File: config.mk
export PLATFORM = sky130hd
export DESIGN_NAME = tty
export DESIGN_NICKNAME = d
export VERILOG_FILES = /design/src/rtl/tty.sv
export SDC_FILE = /design/constraint.sdc
export NUM_CORES = 1
export LEC_CHECK = 0
export ABC_CLOCK_PERIOD_IN_PS = 5150
export CORE_UTILIZATION = 35
export DETAILED_ROUTE_END_ITERATION = 10
export SKIP_LAST_GASP = 1
export SYNTH_ARGS = -nofsm -noshare
export SYNTH_HDL_FRONTEND = slang
export SYNTH_SLANG_ARGS = --single-unit
File: constraint.sdc
create_clock -name clk -period 5.15 [get_ports clk]
set_input_delay 1.03 -clock clk [delete_from_list [all_inputs] [get_ports clk]]
set_output_delay 1.03 -clock clk [all_outputs]
set_load 0.01 [all_outputs]
File: src/rtl/tty.sv
// TTY: 8N1 UART with independent receiver and transmitter.
// Each bit lasts DIV = CLK_FREQ/BAUD clock cycles. SRX is brought into the
// clock domain through a two-flop synchronizer. The receiver samples each bit
// at its midpoint. When ECHO is nonzero, each good received byte is held in a
// one-entry echo register. The transmitter sends that byte before any host
// byte.
module tty #(
    parameter int BAUD     = 115200,
    parameter int ECHO     = 0,
    parameter int CLK_FREQ = 25000000
) (
    input  logic       clk,
    input  logic       rst,
    input  logic       SRX,
    output logic       STX,
    input  logic [7:0] tx_data,
    input  logic       tx_valid,
    output logic       tx_ready,
    output logic [7:0] rx_data,
    output logic       rx_valid,
    output logic       rx_frame_err
);

    localparam int DIV  = CLK_FREQ / BAUD;
    localparam int HALF = DIV / 2;
    localparam int CW   = (DIV > 2) ? $clog2(DIV) : 1;

    localparam logic [CW-1:0] CNT_ZERO = CW'(0);
    localparam logic [CW-1:0] CNT_ONE  = CW'(1);
    localparam logic [CW-1:0] CNT_LAST = CW'(DIV - 1);
    localparam logic [CW-1:0] CNT_HALF = CW'(HALF - 1);

    typedef enum logic [1:0] {
        TX_IDLE  = 2'd0,
        TX_START = 2'd1,
        TX_DATA  = 2'd2,
        TX_STOP  = 2'd3
    } tx_state_t;

    typedef enum logic [2:0] {
        RX_IDLE      = 3'd0,
        RX_START     = 3'd1,
        RX_DATA      = 3'd2,
        RX_STOP      = 3'd3,
        RX_WAIT_IDLE = 3'd4
    } rx_state_t;

    // Transmit path state
    tx_state_t      r_tx_state;
    logic [CW-1:0]  r_tx_cnt;
    logic [2:0]     r_tx_bit;
    logic [7:0]     r_tx_shift;
    logic           r_stx;
    logic           r_tx_ready;

    tx_state_t      w_tx_state_nxt;
    logic [CW-1:0]  w_tx_cnt_nxt;
    logic [2:0]     w_tx_bit_nxt;
    logic [7:0]     w_tx_shift_nxt;
    logic           w_stx_nxt;
    logic           w_tx_ready_nxt;

    logic           w_tx_free;
    logic           w_launch_echo;
    logic           w_launch_host;
    logic           w_launch;
    logic [7:0]     w_launch_byte;

    // Echo register
    logic           r_echo_full;
    logic [7:0]     r_echo_data;
    logic           w_echo_full_nxt;
    logic [7:0]     w_echo_data_nxt;

    // Receive path state
    logic           r_rx_sync1;
    logic           r_rx_sync2;
    rx_state_t      r_rx_state;
    logic [CW-1:0]  r_rx_cnt;
    logic [2:0]     r_rx_bit;
    logic [7:0]     r_rx_shift;
    logic [7:0]     r_rx_data;
    logic           r_rx_valid;
    logic           r_rx_ferr;

    rx_state_t      w_rx_state_nxt;
    logic [CW-1:0]  w_rx_cnt_nxt;
    logic [2:0]     w_rx_bit_nxt;
    logic [7:0]     w_rx_shift_nxt;
    logic           w_rx;
    logic           w_rx_stop_tick;
    logic           w_rx_good;
    logic           w_rx_ferr;

    assign STX          = r_stx;
    assign tx_ready     = r_tx_ready;
    assign rx_data      = r_rx_data;
    assign rx_valid     = r_rx_valid;
    assign rx_frame_err = r_rx_ferr;

    // ---------------------------------------------------------------- TX ----
    // The line is free in IDLE and in the last cycle of the stop bit. A new
    // frame can start in that cycle, so back-to-back frames leave no idle gap.
    // A pending echo byte wins over a host byte.
    assign w_tx_free     = (r_tx_state == TX_IDLE) ||
                           ((r_tx_state == TX_STOP) && (r_tx_cnt == CNT_LAST));
    assign w_launch_echo = r_echo_full && w_tx_free;
    assign w_launch_host = tx_valid && r_tx_ready && !w_launch_echo;
    assign w_launch      = w_launch_echo || w_launch_host;
    assign w_launch_byte = w_launch_echo ? r_echo_data : tx_data;

    // TX state register and registered line/ready outputs
    always_ff @(posedge clk) begin
        if (rst) begin
            r_tx_state <= TX_IDLE;
            r_tx_cnt   <= CNT_ZERO;
            r_tx_bit   <= 3'd0;
            r_tx_shift <= 8'h00;
            r_stx      <= 1'b1;
            r_tx_ready <= 1'b1;
        end else begin
            r_tx_state <= w_tx_state_nxt;
            r_tx_cnt   <= w_tx_cnt_nxt;
            r_tx_bit   <= w_tx_bit_nxt;
            r_tx_shift <= w_tx_shift_nxt;
            r_stx      <= w_stx_nxt;
            r_tx_ready <= w_tx_ready_nxt;
        end
    end

    // TX next-state: bit timing, data shifting and frame launch
    always_comb begin
        w_tx_state_nxt = r_tx_state;
        w_tx_cnt_nxt   = r_tx_cnt + CNT_ONE;
        w_tx_bit_nxt   = r_tx_bit;
        w_tx_shift_nxt = r_tx_shift;
        case (r_tx_state)
            TX_IDLE: begin
                w_tx_cnt_nxt = CNT_ZERO;
                if (w_launch) begin
                    w_tx_state_nxt = TX_START;
                    w_tx_shift_nxt = w_launch_byte;
                end else begin
                    w_tx_state_nxt = TX_IDLE;
                end
            end
            TX_START: begin
                if (r_tx_cnt == CNT_LAST) begin
                    w_tx_state_nxt = TX_DATA;
                    w_tx_cnt_nxt   = CNT_ZERO;
                    w_tx_bit_nxt   = 3'd0;
                end else begin
                    w_tx_state_nxt = TX_START;
                end
            end
            TX_DATA: begin
                if (r_tx_cnt == CNT_LAST) begin
                    w_tx_cnt_nxt = CNT_ZERO;
                    if (r_tx_bit == 3'd7) begin
                        w_tx_state_nxt = TX_STOP;
                    end else begin
                        w_tx_bit_nxt   = r_tx_bit + 3'd1;
                        w_tx_shift_nxt = {1'b0, r_tx_shift[7:1]};
                    end
                end else begin
                    w_tx_state_nxt = TX_DATA;
                end
            end
            TX_STOP: begin
                if (r_tx_cnt == CNT_LAST) begin
                    w_tx_cnt_nxt = CNT_ZERO;
                    if (w_launch) begin
                        w_tx_state_nxt = TX_START;
                        w_tx_shift_nxt = w_launch_byte;
                    end else begin
                        w_tx_state_nxt = TX_IDLE;
                    end
                end else begin
                    w_tx_state_nxt = TX_STOP;
                end
            end
            default: begin
                w_tx_state_nxt = TX_IDLE;
                w_tx_cnt_nxt   = CNT_ZERO;
            end
        endcase
    end

    // TX outputs: decode the next state, so STX and tx_ready come from flops
    // and are valid in the same cycle as the state they describe.
    always_comb begin
        case (w_tx_state_nxt)
            TX_IDLE:  w_stx_nxt = 1'b1;
            TX_START: w_stx_nxt = 1'b0;
            TX_DATA:  w_stx_nxt = w_tx_shift_nxt[0];
            TX_STOP:  w_stx_nxt = 1'b1;
            default:  w_stx_nxt = 1'b1;
        endcase
        if ((w_tx_state_nxt == TX_IDLE) ||
            ((w_tx_state_nxt == TX_STOP) && (w_tx_cnt_nxt == CNT_LAST))) begin
            w_tx_ready_nxt = !w_echo_full_nxt;
        end else begin
            w_tx_ready_nxt = 1'b0;
        end
    end

    // -------------------------------------------------------------- ECHO ----
    // Echo register next value. The register loads only when it is empty. A
    // good byte that arrives while it is full is dropped, even in the cycle
    // where the pending byte is launched.
    always_comb begin
        w_echo_full_nxt = r_echo_full;
        w_echo_data_nxt = r_echo_data;
        if (ECHO == 0) begin
            w_echo_full_nxt = 1'b0;
        end else begin
            if (w_launch_echo) begin
                w_echo_full_nxt = 1'b0;
            end else begin
                w_echo_full_nxt = r_echo_full;
            end
            if (w_rx_good && !r_echo_full) begin
                w_echo_full_nxt = 1'b1;
                w_echo_data_nxt = r_rx_shift;
            end else begin
                w_echo_data_nxt = r_echo_data;
            end
        end
    end

    // Echo register storage
    always_ff @(posedge clk) begin
        if (rst) begin
            r_echo_full <= 1'b0;
            r_echo_data <= 8'h00;
        end else begin
            r_echo_full <= w_echo_full_nxt;
            r_echo_data <= w_echo_data_nxt;
        end
    end

    // ---------------------------------------------------------------- RX ----
    // Two-flop synchronizer for the asynchronous SRX line
    always_ff @(posedge clk) begin
        if (rst) begin
            r_rx_sync1 <= 1'b1;
            r_rx_sync2 <= 1'b1;
        end else begin
            r_rx_sync1 <= SRX;
            r_rx_sync2 <= r_rx_sync1;
        end
    end

    assign w_rx = r_rx_sync2;

    // RX state register and registered byte/pulse outputs
    always_ff @(posedge clk) begin
        if (rst) begin
            r_rx_state <= RX_IDLE;
            r_rx_cnt   <= CNT_ZERO;
            r_rx_bit   <= 3'd0;
            r_rx_shift <= 8'h00;
            r_rx_data  <= 8'h00;
            r_rx_valid <= 1'b0;
            r_rx_ferr  <= 1'b0;
        end else begin
            r_rx_state <= w_rx_state_nxt;
            r_rx_cnt   <= w_rx_cnt_nxt;
            r_rx_bit   <= w_rx_bit_nxt;
            r_rx_shift <= w_rx_shift_nxt;
            r_rx_data  <= w_rx_good ? r_rx_shift : r_rx_data;
            r_rx_valid <= w_rx_good;
            r_rx_ferr  <= w_rx_ferr;
        end
    end

    // RX next-state: the start bit is checked at its midpoint. Each later
    // sample comes one full bit period after the previous one.
    always_comb begin
        w_rx_state_nxt = r_rx_state;
        w_rx_cnt_nxt   = r_rx_cnt + CNT_ONE;
        w_rx_bit_nxt   = r_rx_bit;
        w_rx_shift_nxt = r_rx_shift;
        case (r_rx_state)
            RX_IDLE: begin
                w_rx_cnt_nxt = CNT_ZERO;
                if (!w_rx) begin
                    w_rx_state_nxt = RX_START;
                end else begin
                    w_rx_state_nxt = RX_IDLE;
                end
            end
            RX_START: begin
                if (r_rx_cnt == CNT_HALF) begin
                    w_rx_cnt_nxt = CNT_ZERO;
                    w_rx_bit_nxt = 3'd0;
                    if (w_rx) begin
                        w_rx_state_nxt = RX_IDLE;
                    end else begin
                        w_rx_state_nxt = RX_DATA;
                    end
                end else begin
                    w_rx_state_nxt = RX_START;
                end
            end
            RX_DATA: begin
                if (r_rx_cnt == CNT_LAST) begin
                    w_rx_cnt_nxt   = CNT_ZERO;
                    w_rx_shift_nxt = {w_rx, r_rx_shift[7:1]};
                    if (r_rx_bit == 3'd7) begin
                        w_rx_state_nxt = RX_STOP;
                    end else begin
                        w_rx_bit_nxt = r_rx_bit + 3'd1;
                    end
                end else begin
                    w_rx_state_nxt = RX_DATA;
                end
            end
            RX_STOP: begin
                if (r_rx_cnt == CNT_LAST) begin
                    w_rx_cnt_nxt = CNT_ZERO;
                    if (w_rx) begin
                        w_rx_state_nxt = RX_IDLE;
                    end else begin
                        w_rx_state_nxt = RX_WAIT_IDLE;
                    end
                end else begin
                    w_rx_state_nxt = RX_STOP;
                end
            end
            RX_WAIT_IDLE: begin
                w_rx_cnt_nxt = CNT_ZERO;
                if (w_rx) begin
                    w_rx_state_nxt = RX_IDLE;
                end else begin
                    w_rx_state_nxt = RX_WAIT_IDLE;
                end
            end
            default: begin
                w_rx_state_nxt = RX_IDLE;
                w_rx_cnt_nxt   = CNT_ZERO;
            end
        endcase
    end

    // RX outputs: at the stop-bit sample, report a good byte or a framing error
    always_comb begin
        w_rx_stop_tick = (r_rx_state == RX_STOP) && (r_rx_cnt == CNT_LAST);
        w_rx_good      = w_rx_stop_tick && w_rx;
        w_rx_ferr      = w_rx_stop_tick && !w_rx;
    end

endmodule

==> impl_results.md <==
- Area overhead of the layout relative to synthesis: 21.5%
- Fraction of the core area covered by cells at the end of the flow: about 44%
- EDFF count, synth: 0
- Largest stage delay on the critical path: 430 ps
- Biggest fanout along the worst timing path: 10
- Hold slack final: 414 ps
- Starting Density: a little over a third
- Worst skew pair latency: about 330 ps
- Leading register cell type out of synthesis: dfxtp_1
- Worst slew margin: 62.2%
- Final weighted congestion in routability-driven placement: 0.773
- Max frequency: 0.352 GHz
- Flop and latch count out of synthesis: 57
- Wire length per cell after detailed routing: 11.7 µm
- Share of the cycle needed by the critical path after routing: between 50% and 60%
- Netlist Area Pre-Place: 2650 µm²
- Worst vdd rail ir drop: approximately 180 µV
- Final ANT Viol Nets: 0
- Static power due to leakage: about 1.3 nW
- Synthesis Warnings: 0
- Post-Synthesis Cells: 300
- Number of I/O port buffers: 23
- Number of I/O pins: 24
- Data required time at the worst endpoint: roughly 5400 ps
- Vias after detailed routing: roughly 2100
- Final routed wirelength across all metal layers: 5010 µm
- Num rows: 31
- Top cell family by delay on the critical path: compound AO/OA/AOI/OAI gates
- Number of buffers and inverters on the critical path: 2
- Critical Path Source Type: primary input
- Count of endpoints failing setup in the final report: 0
- Via count of the first global-routing pass: 1901
- Setup repair after global routing missed its margin: no
- Power density relative to cell area: roughly 330 nW/µm²
- Antenna fix cells: 0
- Root buffer selected by CTS: clkbuf_8
- Class of the most critical hold timing path: register to register
- Remaining global-route overflow: 0
- Cells resized by post-CTS repair: 0
- DP Wirelength: 3410 µm
- Overall fraction of global-route tracks in use: 14.2%
- Synthesized Nets: about 320
- Standard cell core area: about 7300 µm²
- Antenna violations before repair: 0
- Number of buffers on the longest clock path: 2
- Htree depth: 3
- Arrival time of data at the critical path endpoint: slightly above 3000 ps
- Post-CTS setup buffer count: 0
- CP max-delay cell: clkdlybuf4s50_1
- Proportion of synthesized chip area in sequential cells: 43.0%
- TritonCTS buffer count: 9
- Number of library cell types mapped by synthesis: 47
- First-pass detailed-route iteration total: 5
- Crit Path Category: primary input to register
- Area enclosed by the die boundary: 7930 µm²
- MaxCap Viol Count: 0
- Final setup skew: approximately 5.7 ps
- TritonCTS clock tree: yes
- Status: completed
- Cell Chain, Critical Path: clkdlybuf4s50_1 -> and2_1 -> a22o_1 -> a21oi_1 -> inv_1 -> ha_1 -> a21o_1 -> a31o_2
- Post-synthesis async set-or-reset flop share: 0%
- Average footprint of a synthesized cell: 8.85 µm²
- Slew Viols, Final: 0
- Number of nets in the final layout: roughly 350
- Number of vias per cell after detailed routing: approximately 4.8
- Pin count of the biggest net entering global routing: between 40 and 50
- CP endpoint kind: register
- Layout cell share with drive strength beyond 1: ~7.9%
- Worst-path clk slew: around 70 ps
- Clock period minus worst slack: ~2800 ps
- R2r setup slk: about 2700 ps
- Worst Max-Slew Pin Slew: ~560 ps
- Setup tns final: 0 ps
- Die Wd: 89.1 µm
- Wire length of the first global-routing pass: between 8000 and 9000 µm
- Cts hold-fix bufs: 0
- Count of endpoints failing hold in the final timing report: 0
- Clk sink count: 57
- Violation count after the first detailed-routing iteration: around 90
- Die Ht: between 80 and 90 µm
- Number of remaining DRC errors: 0
## Yosys cell counts, drive strengths merged, types with 6 or more instances
library cell	instances	area, µm²
dfxtp	57	1140
nor2	57	221
nand2	25	93.8
mux2i	20	200
nand3	16	80.1
a21oi	12	60.1
ha	12	150
xor2	11	96.3
clkbuf	10	37.5
inv	10	37.5
a221oi	6	52.6
nor3	6	35.0
## where the power goes
group	internal, W	total, W	switching, W	leakage, nW
clock	0.000361	0.000539	0.000178	0.129
sequential	0.000450	0.000460	0.00000951	0.462
combinational	0.0000290	0.0000622	0.0000332	0.660
total	0.000840	0.00106	0.000220	1.25
## state kept, by name, summed over array words and instances, names as in the netlist
register	count
STX	1
r_rx_bit	3
r_rx_cnt	8
r_rx_shift	8
r_rx_state	3
r_rx_sync1	1
r_rx_sync2	1
r_tx_bit	3
r_tx_cnt	8
r_tx_shift	8
r_tx_state	2
rx_data	8
rx_frame_err	1
rx_valid	1
tx_ready	1
## worst reg2reg max path, stage by stage, from the launching register on
cell      delay [ps]
dfxtp_1          450
inv_1             70
ha_1             210
nand3b_1         160
nor2_1           160
a22o_1           230
a21oi_1          290
inv_1            120
ha_1             280
a21o_1           150
a31o_2           200
## per-layer routing
layer | share of wire (%) | track usage [%] | vias up
met2 | 42 | 21.6 | 28
met3 | 3.9 | 5.36 | 7
met5 | 0 | 0 | -
met4 | 1.6 | 6.35 | 0
li1 | - | - | 1081
met1 | 52 | 18.0 | 949
## path summary, 6_finish.rpt
path / cells past startpoint / from / end
setup / recovery: 8 / tx_valid / STX$_SDFF_PP1_
hold / removal: 1 / r_rx_sync1$_SDFF_PP1_ / r_rx_sync2$_SDFF_PP1_
setup reg to reg: 10 / r_tx_cnt[0]$_SDFF_PP0_ / STX$_SDFF_PP1_
hold reg to reg: 1 / r_rx_sync1$_SDFF_PP1_ / r_rx_sync2$_SDFF_PP1_
## layout make-up
type	instances	area, µm²
tap	99	124
multi-input combinational	221	1420
timing repair buffer	24	238
clock inverter	4	97.6
sequential	57	1140
inverter	10	37.5
fill	751	4070
clock buffer	12	165
## cell families after synthesis
| family | Yosys count | share of synthesized area (%) |
|---|---|---|
| AO/OA/AOI/OAI | 38 | 10.5 |
| buffers and inverters | 22 | 3.44 |
| flip-flops | 57 | 43.0 |
| multiplexers | 20 | 7.54 |
| adder cells (fa/ha/maj) | 12 | 5.66 |
| AND/OR/NAND/NOR | 138 | 25.6 |
| XOR/XNOR | 13 | 4.29 |
## metrics by stage
stage	area (µm²)	cells	power [W]	setup slack (ps)
after floorplan	2650	300	0.000510	2510
after global placement	2960	411	0.000532	2020
after detailed placement	2960	411	0.000532	1980
after CTS	3220	427	0.00108	2310
after global routing	3220	427	0.00111	2170
final	3220	427	0.00106	2310
## cells in the final DEF, fill, tap and decap left out, drive strengths merged, types with 3 or more instances in the layout
cell and count:
nand2 25, a31oi 3, mux2i 20, a211oi 3, and3 4, clkbuf 12
a221oi 6, clkdlybuf4s50 23, ha 12, nand2b 4, dfxtp 57, a21oi 12
o21ai 3, inv 10, nor2b 3, xor2 11, nand3 16, bufinv 3
nor3 6, nand4 4, nor2 57, and2 4
(Power assumes the default switching activity.)
